## src/rtl/mem_arbiter.sv

```systemverilog
// mem_arbiter: two-requester arbiter in front of the single main-memory port.
// Port 0 is the I-cache, port 1 the D-cache. A grant covers one whole line
// (WORDS_PER_LINE fulfilled beats) and then passes round-robin. Once a port
// owns memory, the request and response paths are purely combinational.
// Optional feature: define MEM_ARBITER_STATS_EN to add the grants0, grants1
// and conflicts counters.
module mem_arbiter #(
   parameter int XLEN      = 32,
   parameter int LINE_SIZE = 32
) (
   input  logic            clk,
   input  logic            reset,
   input  logic            req0_valid,
   input  logic            req0_write,
   input  logic [XLEN-1:0] req0_address,
   input  logic [XLEN-1:0] req0_store_word,
   output logic [XLEN-1:0] req0_loaded_word,
   output logic            req0_fulfilled,
   input  logic            req1_valid,
   input  logic            req1_write,
   input  logic [XLEN-1:0] req1_address,
   input  logic [XLEN-1:0] req1_store_word,
   output logic [XLEN-1:0] req1_loaded_word,
   output logic            req1_fulfilled,
   output logic            mem_valid,
   output logic            mem_write,
   output logic [XLEN-1:0] mem_address,
   output logic [XLEN-1:0] mem_store_word,
   input  logic [XLEN-1:0] mem_loaded_word,
   input  logic            mem_fulfilled
`ifdef MEM_ARBITER_STATS_EN
   ,
   output logic [XLEN-1:0] grants0,
   output logic [XLEN-1:0] grants1,
   output logic [XLEN-1:0] conflicts
`endif
);

   localparam int WORDS_PER_LINE = LINE_SIZE / 4;
   localparam int BEAT_W         = $clog2(WORDS_PER_LINE);
   localparam logic [BEAT_W-1:0] LAST_BEAT = BEAT_W'(WORDS_PER_LINE - 1);

   typedef enum logic [1:0] {
      IDLE = 2'd0,
      OWN0 = 2'd1,
      OWN1 = 2'd2
   } state_t;

   state_t            state_reg, state_next;
   logic [BEAT_W-1:0] beats_reg, beats_next;
   // Requester favoured when both ask in the same IDLE cycle.
   logic              prio_reg, prio_next;

   // State, beat counter and round-robin bit; reset abandons any line in flight.
   always_ff @(posedge clk) begin
      if (reset) begin
         state_reg <= IDLE;
         beats_reg <= '0;
         prio_reg  <= 1'b0;
      end else begin
         state_reg <= state_next;
         beats_reg <= beats_next;
         prio_reg  <= prio_next;
      end
   end

   // Arbitration in IDLE; while owning, count fulfilled beats and release on the last one.
   always_comb begin
      state_next = state_reg;
      beats_next = beats_reg;
      prio_next  = prio_reg;
      case (state_reg)
         IDLE: begin
            // mem_fulfilled is deliberately ignored here: no owner, no beat.
            if (req0_valid && req1_valid)
               state_next = prio_reg ? OWN1 : OWN0;
            else if (req0_valid)
               state_next = OWN0;
            else if (req1_valid)
               state_next = OWN1;
         end
         OWN0, OWN1: begin
            // The owner dropping valid does not release; only a complete line does.
            if (mem_fulfilled) begin
               if (beats_reg == LAST_BEAT) begin
                  state_next = IDLE;
                  beats_next = '0;
                  prio_next  = (state_reg == OWN0);
               end else begin
                  beats_next = beats_reg + BEAT_W'(1);
               end
            end
         end
         default: begin
            state_next = IDLE;
            beats_next = '0;
         end
      endcase
   end

   // Steer the owner's request to memory and the memory response back to the owner only.
   always_comb begin
      mem_valid        = 1'b0;
      mem_write        = 1'b0;
      mem_address      = '0;
      mem_store_word   = '0;
      req0_loaded_word = '0;
      req0_fulfilled   = 1'b0;
      req1_loaded_word = '0;
      req1_fulfilled   = 1'b0;
      case (state_reg)
         OWN0: begin
            mem_valid        = req0_valid;
            mem_write        = req0_write;
            mem_address      = req0_address;
            mem_store_word   = req0_store_word;
            req0_loaded_word = mem_loaded_word;
            req0_fulfilled   = mem_fulfilled;
         end
         OWN1: begin
            mem_valid        = req1_valid;
            mem_write        = req1_write;
            mem_address      = req1_address;
            mem_store_word   = req1_store_word;
            req1_loaded_word = mem_loaded_word;
            req1_fulfilled   = mem_fulfilled;
         end
         default: begin
         end
      endcase
   end

`ifdef MEM_ARBITER_STATS_EN
   logic grant0_evt, grant1_evt, conflict_evt;

   assign grant0_evt   = (state_reg == IDLE) && (state_next == OWN0);
   assign grant1_evt   = (state_reg == IDLE) && (state_next == OWN1);
   assign conflict_evt = (state_reg == IDLE) && req0_valid && req1_valid;

   // Free-running statistics counters; they wrap naturally at 2^XLEN.
   always_ff @(posedge clk) begin
      if (reset) begin
         grants0   <= '0;
         grants1   <= '0;
         conflicts <= '0;
      end else begin
         if (grant0_evt)   grants0   <= grants0 + XLEN'(1);
         if (grant1_evt)   grants1   <= grants1 + XLEN'(1);
         if (conflict_evt) conflicts <= conflicts + XLEN'(1);
      end
   end
`endif

endmodule

```

## config.mk

```make
export PLATFORM = sky130hd
export DESIGN_NAME = mem_arbiter
export DESIGN_NICKNAME = d
export VERILOG_FILES = /design/src/rtl/mem_arbiter.sv
export SDC_FILE = /design/constraint.sdc
export NUM_CORES = 1
export LEC_CHECK = 0
export CAP_MARGIN = 30
export CORE_AREA = 2 2 117 119
export CTS_CLUSTER_SIZE = 12
export DETAILED_ROUTE_END_ITERATION = 6
export DIE_AREA = 0 0 119 121
export SYNTH_ARGS = -nofsm -noshare
export SYNTH_HDL_FRONTEND = slang
export SYNTH_SLANG_ARGS = --single-unit
```

## constraint.sdc

```tcl
create_clock -name clk -period 2.18 [get_ports clk]
set_clock_uncertainty 0.05 [all_clocks]
set_input_delay 0.436 -clock clk [delete_from_list [all_inputs] [get_ports clk]]
set_output_delay 0.436 -clock clk [all_outputs]
set_load 0.02 [all_outputs]
```

After elaboration in Yosys (flattened, before gate mapping)
Cells that the tools add are included.
Widths: inputs -> output; s select.
{"block": "classes", "n_reduce_logical": 6, "add_sub_neg": 1, "multipliers": 0, "n_eq_ne": 6, "muxes": 18, "n_div": 0, "n_bitwise": 1, "magnitude_cmp": 0, "shifts": 0}
{"operator": "$pmux 32 s2", "count": 2}
{"operator": "$mux 32", "count": 2}
{"operator": "$mux 2", "count": 6}
{"operator": "$mux 3", "count": 2}
{"operator": "$pmux 3 s2", "count": 1}
{"operator": "$reduce_and 3->1", "count": 2}
{"operator": "$ne 2x2->1 const B", "count": 2}
{"operator": "$ne 4x4->1 const B", "count": 1}
{"operator": "$pmux 1 s2", "count": 2}
{"operator": "$pmux 2 s2", "count": 1}
{"operator": "$add 3x1->3 const B", "count": 1}
{"operator": "$eq 3x3->1 const B", "count": 1}
{"operator": "$eq 2x1->1 const B", "count": 1}
{"operator": "$eq 2x2->1 const B", "count": 1}
{"operator": "$logic_not 2->1", "count": 1}
{"operator": "$mux 1", "count": 2}
{"operator": "$reduce_and 2->1", "count": 1}
{"operator": "$reduce_or 2->1", "count": 1}
{"operator": "$logic_and 1x1->1", "count": 1}
{"operator": "$not 1->1", "count": 1}
{"block": "totals", "ff_bits": 6, "memories": 0, "in_bits": 167, "latch_bits": 0, "mem_bits_rw": 0, "mem_bits_ro": 0, "word_cells": 35}

Logic depth before layout (Yosys ltp)
Gate-level depths: netlist of the first run.
{"block": "logic_depth", "ltp_word": 4, "ltp_mapped": 6}

Worst setup path before layout of the first run
OpenSTA, ideal clock, no wires.
{"block": "synth_timing", "path_type": "reg2out", "startpoint": "register state_reg[0]", "endpoint": "output mem_store_word[10]", "required_time_ps": 1694, "path_buffers": 2, "stages_incl_launch_ff": 6, "path_slack_ps": 168, "t_arrival_ps": 1526, "path_cell_list": "dfxtp_1 -> inv_1 -> ha_1 -> clkbuf_1 -> clkbuf_1 -> nor2b_1"}
{"block": "synth_via", "elab_chain_len": 2, "elab_cells_between_ends": 3, "classes_between": "eq/ne (2); mux (1)"}
{"item": "start: declaration", "line": "49", "rtl": "state_t state_reg, state_next;"}
{"item": "start signal: assignment", "line": "61", "rtl": "state_reg <= state_next;"}
{"item": "$eq 2x2->1 / $eq 2x1->1 (equally long branches)", "line": "111", "rtl": "case (state_reg)"}
{"item": "$pmux 32 s2 *", "line": "111"}
{"item": "end: declaration", "line": "28", "rtl": "output logic [XLEN-1:0] mem_store_word,"}
Mark *: on every way between the ends. The rest lies on a longest branch, timed or not.

Worst setup path in the final report of the first run
{"block": "layout_timing", "startpoint": "register state_reg[1]", "endpoint": "output mem_address[0]"}
{"block": "layout_via", "elab_chain_len": 2, "elab_cells_between_ends": 3, "classes_between": "eq/ne (2); mux (1)"}
{"item": "$eq 2x2->1 / $eq 2x1->1 (equally long branches)", "line": "111"}
{"item": "$pmux 32 s2 *", "line": "111"}
{"item": "end: declaration", "line": "27", "rtl": "output logic [XLEN-1:0] mem_address,"}
Marks and branches as above.

==> results.md, run 1 <==
* Cell area after synthesis at 1770 µm²
* Total track usage at 12.3%
* Max FO, Critical Path at 31
* Hold Slack at 0.426 ns
* Die width at 119 µm
* Crit path capture: mem_address[0]
* Max H-tree Level at 1
* Gate Count Post-Synth at 264
* Yosys top cell by area: a22oi_1
* Critical Path AT at 1.65 ns
* Layout cells sized above 1 at 16.6%
* Number of global-route vias before repair at 2,933
* Pwr Total at 0.00245 W
* FP Rows at 42
* Final wirelength at 10,200 µm
* Worst Path Required at 1.69 ns
* Status: complete, no violations
* Met2 usage at 23.9%
* Area growth from synthesis to layout at 179%
* Yosys reg bits at 6
* Top-area cell type share of the netlist area at 28.0%
* Average cell area after synthesis at 6.69 µm²
* Hold Fails Final Rpt at 0
* Met1 usage at 13.2%
* GPL Wtd Cong at 0.818
* GR peak layer: met2
* DR vias/cell at 4.17
* Post-synth EDFFs at 0
* Synth top area cells: a22oi_1 28%, nor2b_1 24%, and2_1 23%
* Layout Utilization at 37.7%
* Fillers at 1,349
* Seq/Total Area, Yosys at 6.80%
* DP Wirelength at 7980 µm
* CORE AREA at 13,100 µm²
* Peak VDD IR at 275 µV
* CTS buffer count at 3
* Max FFs per register at 3
* CTS Buffer Depth at 2
* Ports at 299
* Min Tclk post-route at 2.13 ns
* Clk sink count at 6
* Worst slew pin tran at 0.357 ns
* Post-CTS Hold Buffers at 0
* R2R Path Start: state_reg[1]
* Hold Startpoint: beats_reg[2]
* Number of remaining DRC errors at 0
* Fin crit share at 97.9%
* Vias at 3,024
* Critical path endpoint category: output pin
* Drt first-iter violations at 74
* Power Internal at 0.00139 W
* DR WL/cell at 14.1 µm
* Leak at 2.14 nW
* Headroom to the max-slew limit at 76.2%
* Post-CTS Setup Bufs at 0
* Distinct cells, synth at 21
* Total gr overflow at 0
* Predominant post-synthesis flop cell: dfxtp_1
* Async SR Flop Fraction at 0%
* Post-Syn Nets at 436
* Ys Warns at 0
* Drt first pass iters at 4
* Clock power share at 12.1%
* CTS tree: done
* Worst Setup SP: state_reg[1]
* GR Layer Usage met3 at 3.38%
* Worst-path clk slew at 0.03 ns
* Die area at 14,400 µm²
* Port Buffers at 298
* DRT antenna net count at 0
* Switching power at 0.00107 W
* Flop2flop setup slack at 0.35 ns
* Pins over their slew limit at 0
* Fmax at 469 MHz
* Total Nets Final at 723
* Path type of the worst setup path: reg -> out
* Largest net degree at the start of global routing at 48
* Reg2Reg Depth at 6
* Chip height at 121 µm
* Root buffer cell: clkbuf_16
* Number of antenna violations at the first check in global routing at 0
* Tightest Hold Check Type: reg -> reg
* Final Setup Violations at 0
* First-pass GRT wire length at 14,600 µm
* # Max-Cap Violations at 0
* Hold path depth at 2
* Starting Density at 13.5%
* Switch share at 43.6%
* Sequential share of power at 5.4%
* Crit start category: flip-flop
* Antenna Cells at 0
* Clk_lat worst skew at 0.23 ns
* P per Cell Area at 497 nW/µm²
* RR Endpoint: state_reg[1]
* Logic pwr share at 82.5%
## cell type report
cell class	instances	area (µm²)	share of cell area, %
timing repair buffer	311	2930	59.4
inverter	2	7.51	0.152
clock buffer	3	75.1	1.52
multi-input combinational	227	1580	32.0
tap	176	220	4.46
sequential	6	121	2.46
## synthesized netlist by cell type (all sizes together) (2+ instances only)
master	instances
o21ai	5
clkbuf	25
a21boi	2
a22oi	66
nor2b	67
inv	2
ha	5
a21oi	5
buf	4
and2	66
nand2	3
nor2	2
dfxtp	6
## power by group through the flow
stage / clock network, W / logic [W] / registers (W)
final: 0.000298 / 0.00202 / 0.000132
after global routing: 0.000314 / 0.00218 / 0.000133
after CTS: 0.000301 / 0.00201 / 0.000128
after detailed placement: 0 / 0.00211 / 0.000128
after global placement: 0 / 0.00210 / 0.000128
after floorplan: 0 / 0.00105 / 0.000126
## metrics by stage
stage               cell area, µm²  cells  TNS, ns  setup slack, ns
floorplan                     1770    264        0            0.168
global placement              5030    721    -2.87          -0.0730
detailed placement            5030    721    -4.92           -0.121
CTS                           5120    724    -1.61           -0.183
global route                  4930    725  -0.0260         -0.00851
finish                        4930    725        0           0.0459
## cell usage in the layout, fill, tap and decap left out, types with 2 or more instances in the layout
cell type          n
ha_1               2
nand2_1            3
a22oi_1           63
nor2_1             2
dlygate4sd2_1     64
clkdlybuf4s50_1  166
a21oi_1            5
clkdlybuf4s15_2   25
nor2b_1           67
o21ai_0            5
ha_4               3
buf_2             41
buf_4              5
a22oi_2            3
buf_12             6
dfxtp_1            5
clkbuf_16          4
and2_1            66
dlymetal6s2s_1     2
inv_2              2
## cell families after synthesis
group / Yosys count / synth area share [%]
muxes: 1 / 0.567
and+or+nand+nor: 143 / 50.6
adders and majority gates: 5 / 3.54
buffers and inverters: 31 / 6.80
DFF: 6 / 6.80
AOI/OAI and AO/OA: 78 / 31.7
## metal layers
metal | vias to the layer above | part of all wire, %
li1 | 1495 | -
met1 | 1353 | 37
met2 | 163 | 53
met3 | 13 | 8.5
met4 | 0 | 1.4
met5 | - | 0
## worst min path at each step
| stage | endpoint | slack, ns |
|---|---|---|
| detailed placement | beats_reg[2] | 0.43 |
| CTS | beats_reg[2] | 0.43 |
| floorplan | beats_reg[1] | 0.40 |
| global route | beats_reg[2] | 0.46 |
| global placement | beats_reg[2] | 0.41 |
| finish | beats_reg[2] | 0.43 |
## critical path: stages (launching register included)
cell	delay (ns)
dfxtp_1	0.38
inv_2	0.09
ha_4	0.19
buf_12	0.17
a22oi_1	0.24
nor2b_1	0.09
clkdlybuf4s15_2	0.26
## what timing repair did
action / 4_1_cts / 5_1_grt
endpoints found under the setup margin: 132 / 69
gates resized for setup: 264 / 53
gates cloned: 0 / 1
(Power assumes the default switching activity.)
==> run 2: changes to the inputs <==
--- a/config.mk
+++ b/config.mk
@@ -7,7 +7,7 @@
 export LEC_CHECK = 0
 export CAP_MARGIN = 30
 export CORE_AREA = 2 2 117 119
-export CTS_CLUSTER_SIZE = 12
+export CTS_CLUSTER_SIZE = 28
 export DETAILED_ROUTE_END_ITERATION = 6
 export DIE_AREA = 0 0 119 121
 export SYNTH_ARGS = -nofsm -noshare
==> results of run 2 <==
Final layout, timing and power as in run 1 (identical DEF).
==> run 3: changes to the inputs <==
--- a/config.mk
+++ b/config.mk
@@ -10,6 +10,7 @@
 export CTS_CLUSTER_SIZE = 28
 export DETAILED_ROUTE_END_ITERATION = 6
 export DIE_AREA = 0 0 119 121
+export GPL_ROUTABILITY_DRIVEN = 0
 export SYNTH_ARGS = -nofsm -noshare
 export SYNTH_HDL_FRONTEND = slang
 export SYNTH_SLANG_ARGS = --single-unit
==> results of run 3 <==
Final layout, timing and power as in run 1 (identical DEF).
==> RTL edit 1, RTL diff (config.mk and constraints of run 3) <==
Add an input register stage for `mem_loaded_word`, without a reset; this delays it by one clock. The other inputs are not delayed to match.
--- a/src/rtl/mem_arbiter.sv
+++ b/src/rtl/mem_arbiter.sv
@@ -45,6 +45,12 @@
       OWN0 = 2'd1,
       OWN1 = 2'd2
    } state_t;
+
+   logic [XLEN-1:0] mem_loaded_word_q;
+
+   always_ff @(posedge clk) begin
+      mem_loaded_word_q <= mem_loaded_word;
+   end
 
    state_t            state_reg, state_next;
    logic [BEAT_W-1:0] beats_reg, beats_next;
@@ -114,7 +120,7 @@
             mem_write        = req0_write;
             mem_address      = req0_address;
             mem_store_word   = req0_store_word;
-            req0_loaded_word = mem_loaded_word;
+            req0_loaded_word = mem_loaded_word_q;
             req0_fulfilled   = mem_fulfilled;
          end
          OWN1: begin
@@ -122,7 +128,7 @@
             mem_write        = req1_write;
             mem_address      = req1_address;
             mem_store_word   = req1_store_word;
-            req1_loaded_word = mem_loaded_word;
+            req1_loaded_word = mem_loaded_word_q;
             req1_fulfilled   = mem_fulfilled;
          end
          default: begin
Behaviour: not the same (a bounded check fails within 4 cycles, from zero or initial values and one cycle with reset high).
==> RTL edit 1 against run 3 <==
- the flow now finishes with violations (negative setup slack)
- area after synthesis is 39% higher
- non-clock buffer count increased by 2
- synthesized cell count up 12%
- design area is 15% higher
- count of clock-buffer cells in the layout up 4
- total power rose by 49%
- global-route usage is 3.1 points higher
- sequential power grew to 5.8 times the old value
- worst setup slack got worse by 0.059 ns
- sequential cell count increased by 32
- routed wire length increased by 21%
- cell count up 5.5%
- sequential share of layout area increased by 11 points
- via count rose by 8.9%
- critical path type unchanged
- largest cell class unchanged
- highest routed layer unchanged
==> RTL edit 1: results (changes against run 3) <==
Parameter                              Value

Timing
  Setup Viol. Count Final ... 2 (+2)
  Slew at the pin closest to its max-slew limit ... 0.251 ns (-0.106 ns)
  Worst setup margin ... -0.0133 ns (-0.0593 ns)
  Hold Worst Slack ... 0.438 ns (+0.0113 ns)
  Setup TNS after final layout ... -0.0182 ns (-0.0182 ns)

Synth
  Adder and majority gate portion of the synthesized area ... 2.54% (-1.0 points)
  Fraction of the mapped netlist area in compound gates ... 23.2% (-8.5 points)
  Number of different library cells in the post-synthesis netlist ... 23 (+9.5%)
  Post-Syn Nets ... 468 (+7.3%)
  Share of synthesized area spent on multiplexers ... 0.406% (-0.16 points)
  Top cells by area, synth ... sky130_fd_sc_hd__dfxtp_1, sky130_fd_sc_hd__a22oi_1, sky130_fd_sc_hd__nor2b_1, sky130_fd_sc_hd__and2_1, sky130_fd_sc_hd__buf_2
  Number of cells produced by synthesis ... 296 (+12%)
  Sequential cell area fraction in the yosys report ... 30.9% (+24 points)

Outcome
  Status ... complete, but fails checks
  Violations in the final reports ... negative setup slack

Cells and area
  Max reg flops ... 32 (+29)
  Share of final-layout standard cells stronger than drive strength 1 ... 22.4% (+5.9 points)
  Nets@finish ... 759 (+5.0%)

Setup path
  Arr. time, crit path ... 1.71 ns (+0.06 ns)
  Largest fanout on the critical path ... 20 (-35%)
  RR Startpoint ... state_reg[0]
  Register-to-Register Setup Slack ... 0.54 ns (+0.19 ns)
  Capture instance of the worst register-to-register path ... state_reg[1]

Placed design
  Detailed Place HPWL ... 9060 um (+14%)
  Cell total after placement ... 753 (+4.4%)
  DP Worst Slack ... -0.129 ns (-0.00838 ns)
  Placed cell area ... 5710 um2 (+14%)

Clock network
  Setup fix buffers added after clock tree synthesis ... 0 (unchanged)
  CTS Buf Count ... 5 (+2)
  Clock-pin slew of the registers on the worst-case setup and hold paths ... 0.05 ns (+0.02 ns)
  H-tree depth ... 2 (+1)
  Insertion delay to the later sink of the worst-skew pair ... 0.27 ns (+0.04 ns)

Global routing
  Routing usage on met2 ... 29.4% (+5.5 points)
  GRT Total Usage ... 15.4% (+3.1 points)
  GR met3 Demand/Resource ... 4.93% (+1.6 points)
  Number of global-route vias before repair ... 3412 (+16%)
  Antenna violations before repair ... 1 (+1)
  First-pass GRT wire length ... 17900 um (+22%)
  Maximum number of pins on one net before global-route repair ... 38 (-21%)

Power and ir drop
  Leakage power of the design ... 2.39 nW (+12%)
  Sw frac ... 37.0% (-6.6 points)
  Highest ir drop seen on vdd ... 0.467 mV (+69%)

Route
  Total via count in the routed design ... 3293 (+8.9%)
  Initial DRC count ... 130 (+76%)
  Total routed wirelength ... 12300 um (+21%)
  Routed wirelength normalized by instance count ... 16.1 um (+15%)

Worst hold path
  WHS Endpoint ... beats_reg[1]
  Hold Path Origin ... beats_reg[1]
-- RTL edit 1: layout make-up --
class,instances,area [um2]
antenna,1,2.50
clock buffer,7,143
clock inverter,1,5.00
fill,1332,7410
inverter,2,7.51
multi-input combinational,227,1630
sequential,38,763
tap,176,220
timing repair buffer,313,2910
-- RTL edit 1: worst max-delay path, stage by stage (launching register included) --
cell and delay, ns:
sky130_fd_sc_hd__dfxtp_2 0.36, sky130_fd_sc_hd__inv_2 0.07, sky130_fd_sc_hd__ha_4 0.19, sky130_fd_sc_hd__bufbuf_16 0.30
sky130_fd_sc_hd__a22oi_1 0.19, sky130_fd_sc_hd__nor2b_1 0.07, sky130_fd_sc_hd__clkdlybuf4s15_2 0.26
-- RTL edit 1: power groups by stage --
stage                     registers (mW)  logic [mW]  clock network (mW)
after floorplan                    0.764        1.10                   0
after global placement             0.768        2.13                   0
after detailed placement           0.771        2.15                   0
after CTS                          0.756        2.17               0.739
after global routing               0.766        2.32               0.772
final                              0.762        2.17               0.719
-- RTL edit 1: worst max-delay path by stage --
stage | start | end | slack, ns | cells after the start
2_1_floorplan | state_reg[1] | mem_store_word[10] | 0.32 | 5
3_3_place_gp | state_reg[0] | mem_store_word[11] | -0.09 | 5
3_5_place_dp | state_reg[0] | mem_store_word[20] | -0.13 | 5
4_1_cts | state_reg[0] | mem_store_word[14] | -0.18 | 5
5_1_grt | state_reg[1] | mem_store_word[1] | -0.09 | 6
6_report | state_reg[1] | mem_store_word[1] | -0.01 | 6
-- RTL edit 1: per-layer routing --
metal	routed length [um]	share of wire, %
met1	4640	38
met2	6430	52
met3	1150	9.3
met4	116	0.94
met5	0	0
-- RTL edit 1: what timing repair did --
action                                  4_1_cts  5_1_grt
gates resized for setup                     314       86
cloned                                        2        1
endpoints found under the setup margin      132      128
==> RTL edit 2, RTL diff (config.mk and constraints of run 3) <==
Without the edit above. Change the parameter `LINE_SIZE` from 32 to 16.
--- a/src/rtl/mem_arbiter.sv
+++ b/src/rtl/mem_arbiter.sv
@@ -6,7 +6,7 @@
 // and conflicts counters.
 module mem_arbiter #(
    parameter int XLEN      = 32,
-   parameter int LINE_SIZE = 32
+   parameter int LINE_SIZE = 16
 ) (
    input  logic            clk,
    input  logic            reset,
Function: changed (a bounded check fails within 10 cycles, from zero or initial values and one cycle with reset high).
==> RTL edit 2 against run 3 <==
- first-iteration DRC count increased by 39%
- largest power group unchanged
- non-clock buffer count increased by 5
- area after synthesis decreased by 2.0%
- total power increased by 1.7%
- highest routed layer unchanged
- sequential cell count decreased by 1
- largest cell class unchanged
- worst setup slack improved by 0.015 ns
- core utilization increased by 0.13 points
- sequential power decreased by 12%
- design area increased by 0.36%
- synthesized cell count decreased by 2.3%
- routed wire length increased by 4.1%
==> RTL edit 2: results (changes against run 3) <==
Parameter                              Value

Global routing
  GRT Total Usage ... 12.9% (+0.55 points)
  Met1 usage in global routing ... 14.7% (+1.6 points)
  First-pass GRT wire length ... 15300 um (+4.4%)
  Maximum number of pins on one net before global-route repair ... 42 (-13%)

Synth
  Post-Syn Nets ... 429 (-1.6%)
  Adder and majority gate portion of the synthesized area ... 2.89% (-0.65 points)
  Sequential cell area fraction in the yosys report ... 5.78% (-1.0 points)
  Top cells by area, synth ... sky130_fd_sc_hd__a22oi_1, sky130_fd_sc_hd__nor2b_1, sky130_fd_sc_hd__and2_1, sky130_fd_sc_hd__dfxtp_1, sky130_fd_sc_hd__clkbuf_1
  Fraction of the mapped netlist area in compound gates ... 31.8% (+0.064 points)
  Share of synthesized area spent on multiplexers ... 0.578% (+0.011 points)
  Post-synth top cells ... sky130_fd_sc_hd__a22oi_1, sky130_fd_sc_hd__nor2b_1, sky130_fd_sc_hd__and2_1, sky130_fd_sc_hd__clkbuf_1, sky130_fd_sc_hd__dfxtp_1
  Number of different library cells in the post-synthesis netlist ... 23 (+9.5%)
  Number of cells produced by synthesis ... 258 (-2.3%)

Route
  Met2 Routed Length ... 5600 um (+4.1%)
  Routed wirelength normalized by instance count ... 14.6 um (+4.0%)
  WL met3 ... 910 um (+5.4%)
  Routed length on met1 ... 4060 um (+6.6%)
  Initial DRC count ... 103 (+39%)

Power and ir drop
  Part of the power in registers ... 4.6% (-0.8 points)
  Highest ir drop seen on vdd ... 0.268 mV (-2.7%)
  Power density over the cells ... 504 nW/um2 (+1.3%)
  Leakage power of the design ... 2.00 nW (-6.5%)
  Sw frac ... 43.3% (-0.27 points)

Clock network
  Master cell of the clock root buffer ... sky130_fd_sc_hd__clkbuf_16

Setup path
  Largest fanout on the critical path ... 33 (+6.5%)
  RR Startpoint ... state_reg[1]
  Worst path slowest cell ... sky130_fd_sc_hd__dfxtp_2
  Register-to-Register Setup Slack ... 0.17 ns (-0.18 ns)
  Arr. time, crit path ... 1.63 ns (-0.02 ns)
  Max incr delay on CP ... 0.33 ns (-0.05 ns)
  Worst reg-to-reg path cell count ... 7 (+1)

Worst hold path
  WHS Endpoint ... prio_reg
  Hold Path Origin ... prio_reg

Cells and area
  Final non-filler cell total ... 726 (+0.14%)
  Share of final-layout standard cells stronger than drive strength 1 ... 21.5% (+4.9 points)

Timing
  Slew at the pin closest to its max-slew limit ... 0.262 ns (-0.0947 ns)

Placed design
  Detailed Place HPWL ... 8540 um (+7.1%)
  Placed cell area ... 5030 um2 (about the same)
  DP Worst Slack ... -0.133 ns (-0.0116 ns)

Outcome
  Status ... completed
RTL edit 2: area by class of cell:
| cell class | count | area [um2] |
|---|---|---|
| antenna | 1 | 2.50 |
| sequential | 5 | 103 |
| tap | 176 | 220 |
| inverter | 2 | 7.51 |
| fill | 1371 | 8130 |
| timing repair buffer | 316 | 2980 |
| multi-input combinational | 222 | 1560 |
| clock buffer | 4 | 78.8 |
RTL edit 2: worst max path at each step:
stage	from	to	slack [ns]	depth (start not counted)
floorplan	state_reg[0]	mem_store_word[11]	0.14	5
global placement	req0_address[16]	mem_address[16]	-0.14	4
finish	state_reg[1]	req0_loaded_word[16]	0.06	6
detailed placement	req0_address[16]	mem_address[16]	-0.13	4
CTS	state_reg[0]	mem_store_word[10]	0.0006	5
global route	state_reg[0]	mem_address[16]	-0.002	5
RTL edit 2: what timing repair did:
action | CTS | global route
cloned | 0 | 1
setup endpoints to repair | 132 | 92
pin swaps | 0 | 1
gates resized for setup | 250 | 77
